==> src/rtl/acc_pkg.sv <==
// -----------------------------------------------------------------------------
// acc_pkg
// Shared widths, state encoding and small helpers for the accumulator
// normaliser slice of the MAC datapath.
//   ops format : {sgn, exp[EXP_W-1:0], man[MAN_W-1:0]} (16 bits, hidden one)
//   aligned    : ALIGN_W-bit two's complement, binary point below bit 15
//   sum        : SUM_W-bit two's complement sum of two aligned mantissas
// -----------------------------------------------------------------------------
package acc_pkg;

    localparam int EXP_W   = 4;
    localparam int MAN_W   = 11;
    localparam int ALIGN_W = 17;
    localparam int SUM_W   = 18;
    localparam int OPS_W   = 1 + EXP_W + MAN_W;
    localparam int LZC_W   = 5;

    // Largest finite magnitude in ops format (exp and mantissa all ones).
    localparam logic [OPS_W-2:0] SAT_MAG = 15'h7FFF;

    typedef enum logic [1:0] {
        ST_IDLE = 2'b00,
        ST_ADD  = 2'b01,
        ST_NORM = 2'b10,
        ST_OUT  = 2'b11
    } acc_state_e;

    // Sign-extend an aligned mantissa to the sum width.
    function automatic logic [SUM_W-1:0] sext_align(input logic [ALIGN_W-1:0] v);
        return {v[ALIGN_W-1], v};
    endfunction

    // Assemble an ops-format word.
    function automatic logic [OPS_W-1:0] pack_ops(input logic             sgn,
                                                  input logic [EXP_W-1:0] exp,
                                                  input logic [MAN_W-1:0] man);
        return {sgn, exp, man};
    endfunction

endpackage

==> src/rtl/acc_lzc.sv <==
// -----------------------------------------------------------------------------
// acc_lzc
// Combinational leading-zero counter over the SUM_W-bit magnitude.
//   value    in   SUM_W  magnitude to inspect
//   lz_count out  LZC_W  number of zeros above the leading one (SUM_W if zero)
// -----------------------------------------------------------------------------
module acc_lzc
    import acc_pkg::*;
(
    input  logic [SUM_W-1:0] value,
    output logic [LZC_W-1:0] lz_count
);

    // Scan upward so the highest set bit is the last one to set the count.
    always_comb begin
        lz_count = LZC_W'(SUM_W);
        for (int i = 0; i < SUM_W; i++) begin
            lz_count = value[i] ? LZC_W'(SUM_W - 1 - i) : lz_count;
        end
    end

endmodule

==> src/rtl/acc_normalizer.sv <==
// -----------------------------------------------------------------------------
// acc_normalizer
// Adds two aligned mantissas, normalises and rounds (nearest-even) the sum to
// ops format and keeps it in the accumulator fed back to the aligner. The op
// flagged in_last is presented on a valid/ready output together with a sticky
// saturation flag and the number of ops in the run.
//   clk, rst_n      clock, synchronous active-low reset
//   clear           synchronous clear of accumulator/count/sat, aborts op
//   in_valid/ready  aligned-operand handshake; in_last ends the run
//   align_sgn       [1] effective subtract, [0] sign of larger-exp operand
//   align_exp       common exponent
//   align_man0/1    aligned two's-complement mantissas
//   acc_ops         accumulator value (ops format)
//   out_valid/ready final-result handshake
//   out_data        final result (ops format)
//   out_sat         exponent overflow saturated during the run
//   out_count       ops accepted in the run (saturating)
// -----------------------------------------------------------------------------
module acc_normalizer
    import acc_pkg::*;
#(
    parameter int COUNT_W = 8
) (
    input  logic               clk,
    input  logic               rst_n,
    input  logic               clear,
    input  logic               in_valid,
    output logic               in_ready,
    input  logic               in_last,
    input  logic [1:0]         align_sgn,
    input  logic [EXP_W-1:0]   align_exp,
    input  logic [ALIGN_W-1:0] align_man0,
    input  logic [ALIGN_W-1:0] align_man1,
    output logic [OPS_W-1:0]   acc_ops,
    output logic               out_valid,
    input  logic               out_ready,
    output logic [OPS_W-1:0]   out_data,
    output logic               out_sat,
    output logic [COUNT_W-1:0] out_count
);

    acc_state_e          state_r;
    logic                sgn_r;
    logic [EXP_W-1:0]    exp_r;
    logic [ALIGN_W-1:0]  man0_r;
    logic [ALIGN_W-1:0]  man1_r;
    logic                last_r;
    logic [SUM_W-1:0]    mag_r;
    logic                res_sgn_r;
    logic [OPS_W-1:0]    acc_ops_r;
    logic                out_valid_r;
    logic [OPS_W-1:0]    out_data_r;
    logic                sat_r;
    logic [COUNT_W-1:0]  count_r;

    logic [SUM_W-1:0]    sum_s;
    logic                sum_neg_s;
    logic [SUM_W-1:0]    mag_s;
    logic [LZC_W-1:0]    lz_s;
    logic [SUM_W-1:0]    norm_s;
    logic                sticky_s;
    logic                round_up_s;
    logic [MAN_W:0]      man_rnd_s;
    logic                carry_s;
    logic [6:0]          exp_new_s;
    logic                ovf_s;
    logic                unf_s;
    logic                mag_zero_s;
    logic                sat_set_s;
    logic [OPS_W-1:0]    res_s;
    logic [COUNT_W-1:0]  count_inc_s;

    // The effective-subtract flag is already folded into the two's-complement
    // mantissas by the aligner, so only the larger-operand sign is needed.
    logic unused_sub_s;
    assign unused_sub_s = align_sgn[1];

    assign in_ready  = (state_r == ST_IDLE) && !clear;
    assign acc_ops   = acc_ops_r;
    assign out_valid = out_valid_r;
    assign out_data  = out_data_r;
    assign out_sat   = sat_r;
    assign out_count = count_r;

    // Saturating increment of the op counter.
    always_comb begin
        if (count_r == {COUNT_W{1'b1}}) begin
            count_inc_s = count_r;
        end else begin
            count_inc_s = count_r + {{(COUNT_W-1){1'b0}}, 1'b1};
        end
    end

    // ADD stage: signed sum of the captured mantissas and its magnitude.
    always_comb begin
        sum_s     = sext_align(man0_r) + sext_align(man1_r);
        sum_neg_s = sum_s[SUM_W-1];
        if (sum_neg_s) begin
            mag_s = -sum_s;
        end else begin
            mag_s = sum_s;
        end
    end

    acc_lzc u_lzc (
        .value    (mag_r),
        .lz_count (lz_s)
    );

    // NORM stage: bring the leading one to bit 15, round, rebuild exponent.
    always_comb begin
        // lz 0/1 means the leading one sits above the hidden-bit position and
        // the shifted-out bits feed the sticky; otherwise shift left.
        if (lz_s == 5'd0) begin
            norm_s   = mag_r >> 2;
            sticky_s = |mag_r[1:0];
        end else if (lz_s == 5'd1) begin
            norm_s   = mag_r >> 1;
            sticky_s = mag_r[0];
        end else begin
            norm_s   = mag_r << (lz_s - 5'd2);
            sticky_s = 1'b0;
        end

        // Mantissa is bits[14:4]; bit 3 is the guard, the rest is sticky.
        round_up_s = norm_s[3] & (norm_s[4] | (|norm_s[2:0]) | sticky_s);
        man_rnd_s  = {1'b0, norm_s[14:4]} + {{MAN_W{1'b0}}, round_up_s};
        // A carry out leaves the low mantissa bits at zero: 1.111.. -> 10.000..
        carry_s    = man_rnd_s[MAN_W];

        // Exponent adjust is exp + (2 - lz) + carry, held as 7-bit signed.
        exp_new_s  = {3'b000, exp_r} + 7'd2 - {2'b00, lz_s} + {6'b000000, carry_s};
        unf_s      = exp_new_s[6];
        ovf_s      = !exp_new_s[6] && (exp_new_s[5:4] != 2'b00);
        mag_zero_s = (mag_r == {SUM_W{1'b0}});
        sat_set_s  = !mag_zero_s && ovf_s;

        if (mag_zero_s) begin
            res_s = {OPS_W{1'b0}};
        end else if (ovf_s) begin
            res_s = {res_sgn_r, SAT_MAG};
        end else if (unf_s) begin
            res_s = {OPS_W{1'b0}};
        end else begin
            res_s = pack_ops(res_sgn_r, exp_new_s[EXP_W-1:0], man_rnd_s[MAN_W-1:0]);
        end
    end

    // Control FSM together with all datapath and output registers.
    always_ff @(posedge clk) begin
        if (!rst_n) begin
            state_r     <= ST_IDLE;
            sgn_r       <= 1'b0;
            exp_r       <= {EXP_W{1'b0}};
            man0_r      <= {ALIGN_W{1'b0}};
            man1_r      <= {ALIGN_W{1'b0}};
            last_r      <= 1'b0;
            mag_r       <= {SUM_W{1'b0}};
            res_sgn_r   <= 1'b0;
            acc_ops_r   <= {OPS_W{1'b0}};
            out_valid_r <= 1'b0;
            out_data_r  <= {OPS_W{1'b0}};
            sat_r       <= 1'b0;
            count_r     <= {COUNT_W{1'b0}};
        end else if (clear) begin
            state_r     <= ST_IDLE;
            acc_ops_r   <= {OPS_W{1'b0}};
            out_valid_r <= 1'b0;
            sat_r       <= 1'b0;
            count_r     <= {COUNT_W{1'b0}};
        end else begin
            case (state_r)
                ST_IDLE: begin
                    if (in_valid) begin
                        sgn_r   <= align_sgn[0];
                        exp_r   <= align_exp;
                        man0_r  <= align_man0;
                        man1_r  <= align_man1;
                        last_r  <= in_last;
                        count_r <= count_inc_s;
                        state_r <= ST_ADD;
                    end
                end
                ST_ADD: begin
                    mag_r     <= mag_s;
                    // A negative sum means the smaller operand won.
                    res_sgn_r <= sum_neg_s ? ~sgn_r : sgn_r;
                    state_r   <= ST_NORM;
                end
                ST_NORM: begin
                    acc_ops_r <= res_s;
                    if (sat_set_s) begin
                        sat_r <= 1'b1;
                    end
                    if (last_r) begin
                        out_data_r  <= res_s;
                        out_valid_r <= 1'b1;
                        state_r     <= ST_OUT;
                    end else begin
                        state_r <= ST_IDLE;
                    end
                end
                ST_OUT: begin
                    if (out_ready) begin
                        out_valid_r <= 1'b0;
                        acc_ops_r   <= {OPS_W{1'b0}};
                        count_r     <= {COUNT_W{1'b0}};
                        sat_r       <= 1'b0;
                        state_r     <= ST_IDLE;
                    end
                end
                default: begin
                    state_r <= ST_IDLE;
                end
            endcase
        end
    end

endmodule

==> config.mk <==
export PLATFORM = sky130hd
export DESIGN_NAME = acc_normalizer
export DESIGN_NICKNAME = d
export VERILOG_FILES = /design/src/rtl/acc_pkg.sv /design/src/rtl/acc_lzc.sv /design/src/rtl/acc_normalizer.sv
export SDC_FILE = /design/constraint.sdc
export NUM_CORES = 1
export LEC_CHECK = 0
export CORE_AREA = 2 2 136 138
export DETAILED_ROUTE_END_ITERATION = 6
export DIE_AREA = 0 0 138 140
export PLACE_DENSITY_LB_ADDON = 0.1
export SLEW_MARGIN = 40
export SYNTH_ARGS = -nofsm -noshare
export SYNTH_HDL_FRONTEND = slang
export SYNTH_HIERARCHICAL = 1
export SYNTH_SLANG_ARGS = --single-unit
==> constraint.sdc <==
create_clock -name clk -period 6.5 [get_ports clk]
set_input_delay 1.3 -clock clk [delete_from_list [all_inputs] [get_ports clk]]
set_output_delay 1.3 -clock clk [all_outputs]
set_load 0.01 [all_outputs]
==> impl_metrics.py, run 1 <==
metrics = {
    "setup_path": {
        "crit_top_cell": "ha_1",
        "critical_path_class": "flop to flop",
        "crit_buf_inv": 3,
        "arrival_ns": 5.89,
        "cp-end-kind": "flop",
        "worstPathMaxFanout": 10,
        "required_ns": 6.77,
        "crit_path_top_delay_cell": "nor4_1",
        "path_cells": "nor4_1, nand2b_1, a21boi_0, inv_1, ha_1, buf_4, nand2_1, nor2_1, a2111oi_2, o311a_2, nor4b_4, nand3_2, nor3_1, ha_1, ha_1, and3b_1, nand4b_1, a31oi_1, nor3_2, inv_1, o21ai_0, nor3b_1",
        "slowest_delay_ns": 0.63,
        "start_kind": "flop",
        "cpLargestDelayFamily": "simple AND/OR/NAND/NOR gates",
    },
    "sta": {
        "fin_ws_ns": 0.8892,
        "maxSlewHeadroom_pct": 55.55,
        "tns_ns": 0,
        "rsz0062_at_grt": "no",
        "period_share_pct": 86.32,
        "holdWs_ns": 0.4564,
        "clock.fmax_mhz": 178.2,
        "worst_slew_pin_slew_ns": 0.6667,
        "fin_crit_ns": 5.611,
        "clock_skew_ns": 0.01164,
        "slew_violations": 0,
        "finalHoldViolations": 0,
        "setup_viol_count_final": 0,
    },
    "drt": {
        "wl_per_cell_um": 15.25,
        "viasPerCell": 5.358,
        "drtIter0Drc": 249,
        "ant_nets": 0,
        "remaining_drc_errors": 0,
        "drt_wl_total_um": 18040,
        "firstDrtPassIters": 4,
        "via_count": 6339,
    },
    "clock_network": {
        "cts_setup_buffers": 0,
        "hold_buffers": 0,
        "clock_latency_ns": 0.36,
        "h-tree-depth": 3,
        "cts_tree": "yes",
        "cts_sinks": 103,
        "cts_buffers": 9,
        "cts_resized": 0,
        "root_buffer": "clkbuf_16",
        "path_clk_slew_ns": 0.07,
        "cts_max_path_buffers": 2,
    },
    "place": {
        "post_dp_cell_area_um2": 8195,
        "pre_cts_ws_ns": 1.066,
        "place.gp.congestion": 0.8194,
        "dp_cells": 1167,
        "dp_hpwl_um": 13390,
        "port_buffers": 87,
    },
    "synthesis": {
        "synth.distinct_cells": 85,
        "ys_async_sr_fraction_pct": 0,
        "synth-edff-count": 0,
        "synth-seq-area-share_pct": 29.45,
        "synth.cell_area_um2": 7002,
        "avgSynthCellArea_um2": 8.076,
        "netlist_instances": 867,
        "synthFlopType": "dfxtp_1",
        "yosysWarnings": 6,
        "syn_nets": 946,
        "synth_seq_cells": 103,
    },
    "floorplanning": {
        "io_pins": 89,
        "die_area_um2": 19320,
        "die_w_um": 138,
        "start_util_pct": 39.38,
        "coreArea_um2": 17780,
        "die_h_um": 140,
        "num_rows": 49,
    },
    "pwr": {
        "vdd_ir_drop_max_uv": 117.6,
        "power.density_nw_per_um2": 212.9,
        "leakagePower_nw": 3.231,
    },
    "grt": {
        "grt_use_total_pct": 18.98,
        "first_global_vias": 6096,
        "grt_max_degree": 61,
        "overflow": 0,
        "antenna_found_initial": 0,
        "grt_pass1_wl_um": 30690,
    },
    "final_layout": {
        "syn2layout_area_growth_pct": 21.43,
        "fin_area_um2": 8502,
        "fin_cells": 1183,
        "drive_gt1_share_pct": 10.90,
        "nets": 1028,
        "antenna_cells": 0,
    },
    "job": {
        "cap_violations": 0,
    },
    "run_status": {
        "status": "finished, final reports clean",
    },
    "min_path": {
        "holdCritPathClass": "flop to flop",
    },
}
-- worst paths after layout --
path              from           end  slack [ns]  depth (start not counted)
min reg2reg  out_valid     out_valid        0.46                          1
min          out_valid     out_valid        0.46                          1
max           mag_r[6]  out_data[10]        0.89                         22
max reg2reg   mag_r[6]  out_data[10]        0.89                         22
-- cell type report --
type                       instances  area, um2
clock buffer                      10      239.0
clock inverter                     6      63.81
multi-input combinational        689       4642
sequential                       103       2062
timing repair buffer             116       1096
inverter                          30      112.6
fill                            1810       9278
tap                              229      286.5
-- layout by cell type, fill, tap and decap left out, types with 6 or more instances in the layout --
master / count
a211oi_1: 7
a21boi_0: 28
a21o_1: 8
a21oi_1: 89
a221o_1: 6
a31oi_1: 7
and2_1: 6
buf_4: 28
clkbuf_16: 9
clkdlybuf4s50_1: 86
dfxtp_1: 103
ha_1: 31
inv_1: 29
mux2_2: 12
mux2i_1: 9
mux4_2: 7
nand2_1: 147
nand2b_1: 11
nand3_1: 19
nor2_1: 52
nor2b_1: 7
nor3_1: 14
nor3b_1: 10
nor4_1: 11
o211a_1: 7
o21a_1: 6
o21ai_0: 42
o31ai_1: 6
or3_1: 6
xnor2_1: 22
xor2_1: 22
-- where the power goes --
part / internal, mW / total (mW) / switching [mW]
Combinational: 0.254 / 0.598 / 0.343
Clock: 0.281 / 0.547 / 0.267
Sequential: 0.647 / 0.665 / 0.0179
-- synth_stat cells, drive strengths merged (14+ instances only) --
cell	n	share of area, %
inv	29	1.6
dfxtp	103	29
o21ai	47	3.7
nand2	148	8.0
xnor2	24	3.2
clkbuf	31	1.7
ha	31	5.5
nor3	19	1.6
buf	14	1.6
xor2	22	2.8
nor2	52	2.8
nand3	20	1.5
a21oi	91	6.6
a21boi	28	3.0
-- sequential cells by signal, summed over array words and instances (netlist names) --
name,cells
man0_r,17
out_sat,1
out_count,8
out_data,16
exp_r,4
res_sgn_r,1
out_valid,1
acc_ops,16
man1_r,17
state_r,2
mag_r,18
last_r,1
sgn_r,1
-- stage by stage --
stage	total power [mW]	utilization [%]
floorplan	1.117	-
global placement	1.270	46.05
detailed placement	1.275	46.09
CTS	1.830	47.80
global route	1.919	47.82
finish	1.810	47.82
-- routing by layer --
layer | GRT usage, % | share of wire (%) | vias up
met1 | 26.43 | 50 | 2943
met3 | 3.077 | 2.7 | 9
met5 | 0 | 0 | -
li1 | - | - | 3289
met4 | 4.296 | 0.80 | 0
met2 | 31.01 | 47 | 98
-- cell families (layout without fill, tap and decap cells) --
group | count (synthesis) | count (layout) | synth area share (%)
and+or+nand+nor | 327 | 327 | 23.03
AOI/OAI and AO/OA | 255 | 255 | 25.11
DFF | 103 | 103 | 29.45
buffers and inverters | 75 | 162 | 4.860
xor gates and xnor gates | 46 | 46 | 5.968
adders and majority gates | 33 | 33 | 6.112
muxes | 28 | 28 | 5.468
No activity file was read; power rests on OpenSTA's default activity.
==> run 2, diff against run 1 <==
--- a/config.mk
+++ b/config.mk
@@ -5,9 +5,9 @@
 export SDC_FILE = /design/constraint.sdc
 export NUM_CORES = 1
 export LEC_CHECK = 0
-export CORE_AREA = 2 2 136 138
+export CORE_AREA = 2 2 114 116
 export DETAILED_ROUTE_END_ITERATION = 6
-export DIE_AREA = 0 0 138 140
+export DIE_AREA = 0 0 116 118
 export PLACE_DENSITY_LB_ADDON = 0.1
 export SLEW_MARGIN = 40
 export SYNTH_ARGS = -nofsm -noshare
==> impl_metrics.py, run 2 (synthesis results as in run 1) <==
metrics = {
    "run_status": {
        "status": "finished, final reports clean",
    },
    "final_layout": {
        "final_common_cell": "nand2_1",
        "reg_top3": "mag_r: 18 flops, man0_r: 17 flops, man1_r: 17 flops",
        "nets": 1019,
        "antenna_cells": 0,
        "layout_common_cells": "nand2_1, dfxtp_1, a21oi_1",
        "largest_register": "mag_r",
        "drive_gt1_share_pct": 10.16,
        "syn2layout_area_growth_pct": 19.12,
        "largest_reg_flops": 18,
    },
    "sta": {
        "rsz0062_at_grt": "no",
        "worst_slew_pin_slew_ns": 0.7573,
        "clock_skew_ns": 0.007336,
        "tns_ns": 0,
        "period_share_pct": 87.85,
        "clock.fmax_mhz": 175.1,
        "slew_violations": 0,
        "maxSlewHeadroom_pct": 49.52,
        "setup_viol_count_final": 0,
        "fin_crit_ns": 5.710,
        "finalHoldViolations": 0,
        "fin_ws_ns": 0.7901,
    },
    "place": {
        "pre_cts_ws_ns": 0.8775,
        "dp_hpwl_um": 13290,
        "port_buffers": 87,
        "place.gp.congestion": 0.9456,
    },
    "setup_path": {
        "required_ns": 6.78,
        "arrival_ns": 5.99,
        "reg2reg_slack_ns": 0.79,
        "worstReg2RegEnd": "acc_ops[4]",
        "slowest_delay_ns": 0.63,
        "r2r_cells": 20,
        "crit_path_top_delay_cell": "dfxtp_1",
        "cp-end-kind": "flop",
        "cpLargestDelayFamily": "compound AO/OA/AOI/OAI gates",
        "worstPathMaxFanout": 33,
        "critical_path_class": "flop to flop",
        "crit_end": "acc_ops[4]",
        "crit_buf_inv": 2,
        "start_kind": "flop",
        "rr_startpoint": "mag_r[0]",
        "crit_start": "mag_r[0]",
        "path_depth": 20,
        "path_cells": "o21ai_0, a2111oi_0, buf_4, o32ai_4, buf_4, o21a_1, o31ai_1, a31oi_1, nor2_1, and3_1, nand3_2, nor3_1, ha_1, ha_1, and3b_1, nand4b_1, a31oi_1, and3_1, a21oi_1, o21ai_0",
    },
    "grt": {
        "grt_pass1_wl_um": 29600,
        "grt_use_total_pct": 26.43,
        "antenna_found_initial": 0,
        "grt_max_degree": 61,
        "first_global_vias": 6085,
        "overflow": 0,
    },
    "clock_network": {
        "clock_latency_ns": 0.36,
        "cts_buffers": 9,
        "path_clk_slew_ns": 0.08,
        "h-tree-depth": 3,
        "cts_sinks": 103,
        "hold_buffers": 0,
        "cts_setup_buffers": 0,
        "cts_tree": "yes",
        "cts_max_path_buffers": 2,
        "cts_resized": 0,
        "root_buffer": "clkbuf_16",
    },
    "drt": {
        "drtIter0Drc": 473,
        "via_count": 6559,
        "viasPerCell": 5.872,
        "ant_nets": 0,
        "remaining_drc_errors": 0,
        "wl_per_cell_um": 15.76,
        "drt_wl_total_um": 17600,
        "firstDrtPassIters": 5,
    },
    "floorplanning": {
        "num_rows": 41,
        "coreArea_um2": 12410,
        "die_h_um": 118,
        "die_area_um2": 13690,
        "io_pins": 89,
        "die_w_um": 116,
        "start_util_pct": 56.40,
    },
    "pwr": {
        "power.density_nw_per_um2": 214.5,
        "vdd_ir_drop_max_uv": 182.2,
        "leakagePower_nw": 3.179,
    },
    "min_path": {
        "holdCritPathClass": "flop to flop",
        "holdPathStages": 1,
    },
    "job": {
        "cap_violations": 0,
    },
}
-- run 2: cell count changes in the layout (fill, tap and decap cells not counted), sizes merged --
cell    change
clkinv      -1
inv         +2
buf         -9
clkbuf      -1
-- run 2: area by class of cell --
| type | instances | area [um2] |
|---|---|---|
| multi-input combinational | 689 | 4646 |
| fill | 1078 | 4074 |
| sequential | 103 | 2062 |
| timing repair buffer | 107 | 1016 |
| clock buffer | 9 | 225.2 |
| tap | 172 | 215.2 |
| inverter | 30 | 112.6 |
| clock inverter | 7 | 63.81 |
-- run 2: metal layers --
metal	track usage (%)	share of wire, %
met1	34.35	43
met2	44.41	50
met3	4.377	4.5
met4	8.408	2.1
met5	0	0
-- run 2: worst register-to-register path: stages, from the launching register on --
cell       delay, ns
dfxtp_1         0.63
o21ai_0         0.15
a2111oi_0       0.50
buf_4           0.20
o32ai_4         0.07
buf_4           0.27
o21a_1          0.25
o31ai_1         0.58
a31oi_1         0.24
nor2_1          0.29
and3_1          0.33
nand3_2         0.11
nor3_1          0.24
ha_1            0.21
ha_1            0.19
and3b_1         0.24
nand4b_1        0.13
a31oi_1         0.36
and3_1          0.49
a21oi_1         0.07
o21ai_0         0.10
-- run 2: metrics by stage --
| stage | total power, mW | hold WS (ns) | util (%) | std cells | area, um2 |
|---|---|---|---|---|---|
| 5_1_grt | 1.890 | 0.4716 | 67.18 | 1117 | 8341 |
| 6_report | 1.789 | 0.4569 | 67.18 | 1117 | 8341 |
| 3_5_place_dp | 1.266 | 0.4430 | 64.82 | 1101 | 8046 |
| 4_1_cts | 1.793 | 0.4602 | 67.14 | 1117 | 8335 |
| 2_1_floorplan | 1.117 | 0.4400 | - | 867 | 7002 |
| 3_3_place_gp | 1.249 | 0.4393 | 64.72 | 1101 | 8035 |
-- run 2: how the worst min path moves through the flow --
| stage | end | from | slack [ns] |
|---|---|---|---|
| global placement | out_sat | out_sat | 0.44 |
| floorplan | man1_r[0] | man1_r[0] | 0.44 |
| finish | out_sat | out_sat | 0.46 |
| global route | out_sat | out_sat | 0.47 |
| CTS | out_sat | out_sat | 0.46 |
| detailed placement | out_sat | out_sat | 0.44 |
-- run 2: power breakdown --
group          internal [mW]  switching (mW)  leakage [nW]
Sequential             0.647          0.0177         0.835
Combinational          0.248           0.347          2.20
Clock                  0.269           0.260         0.142
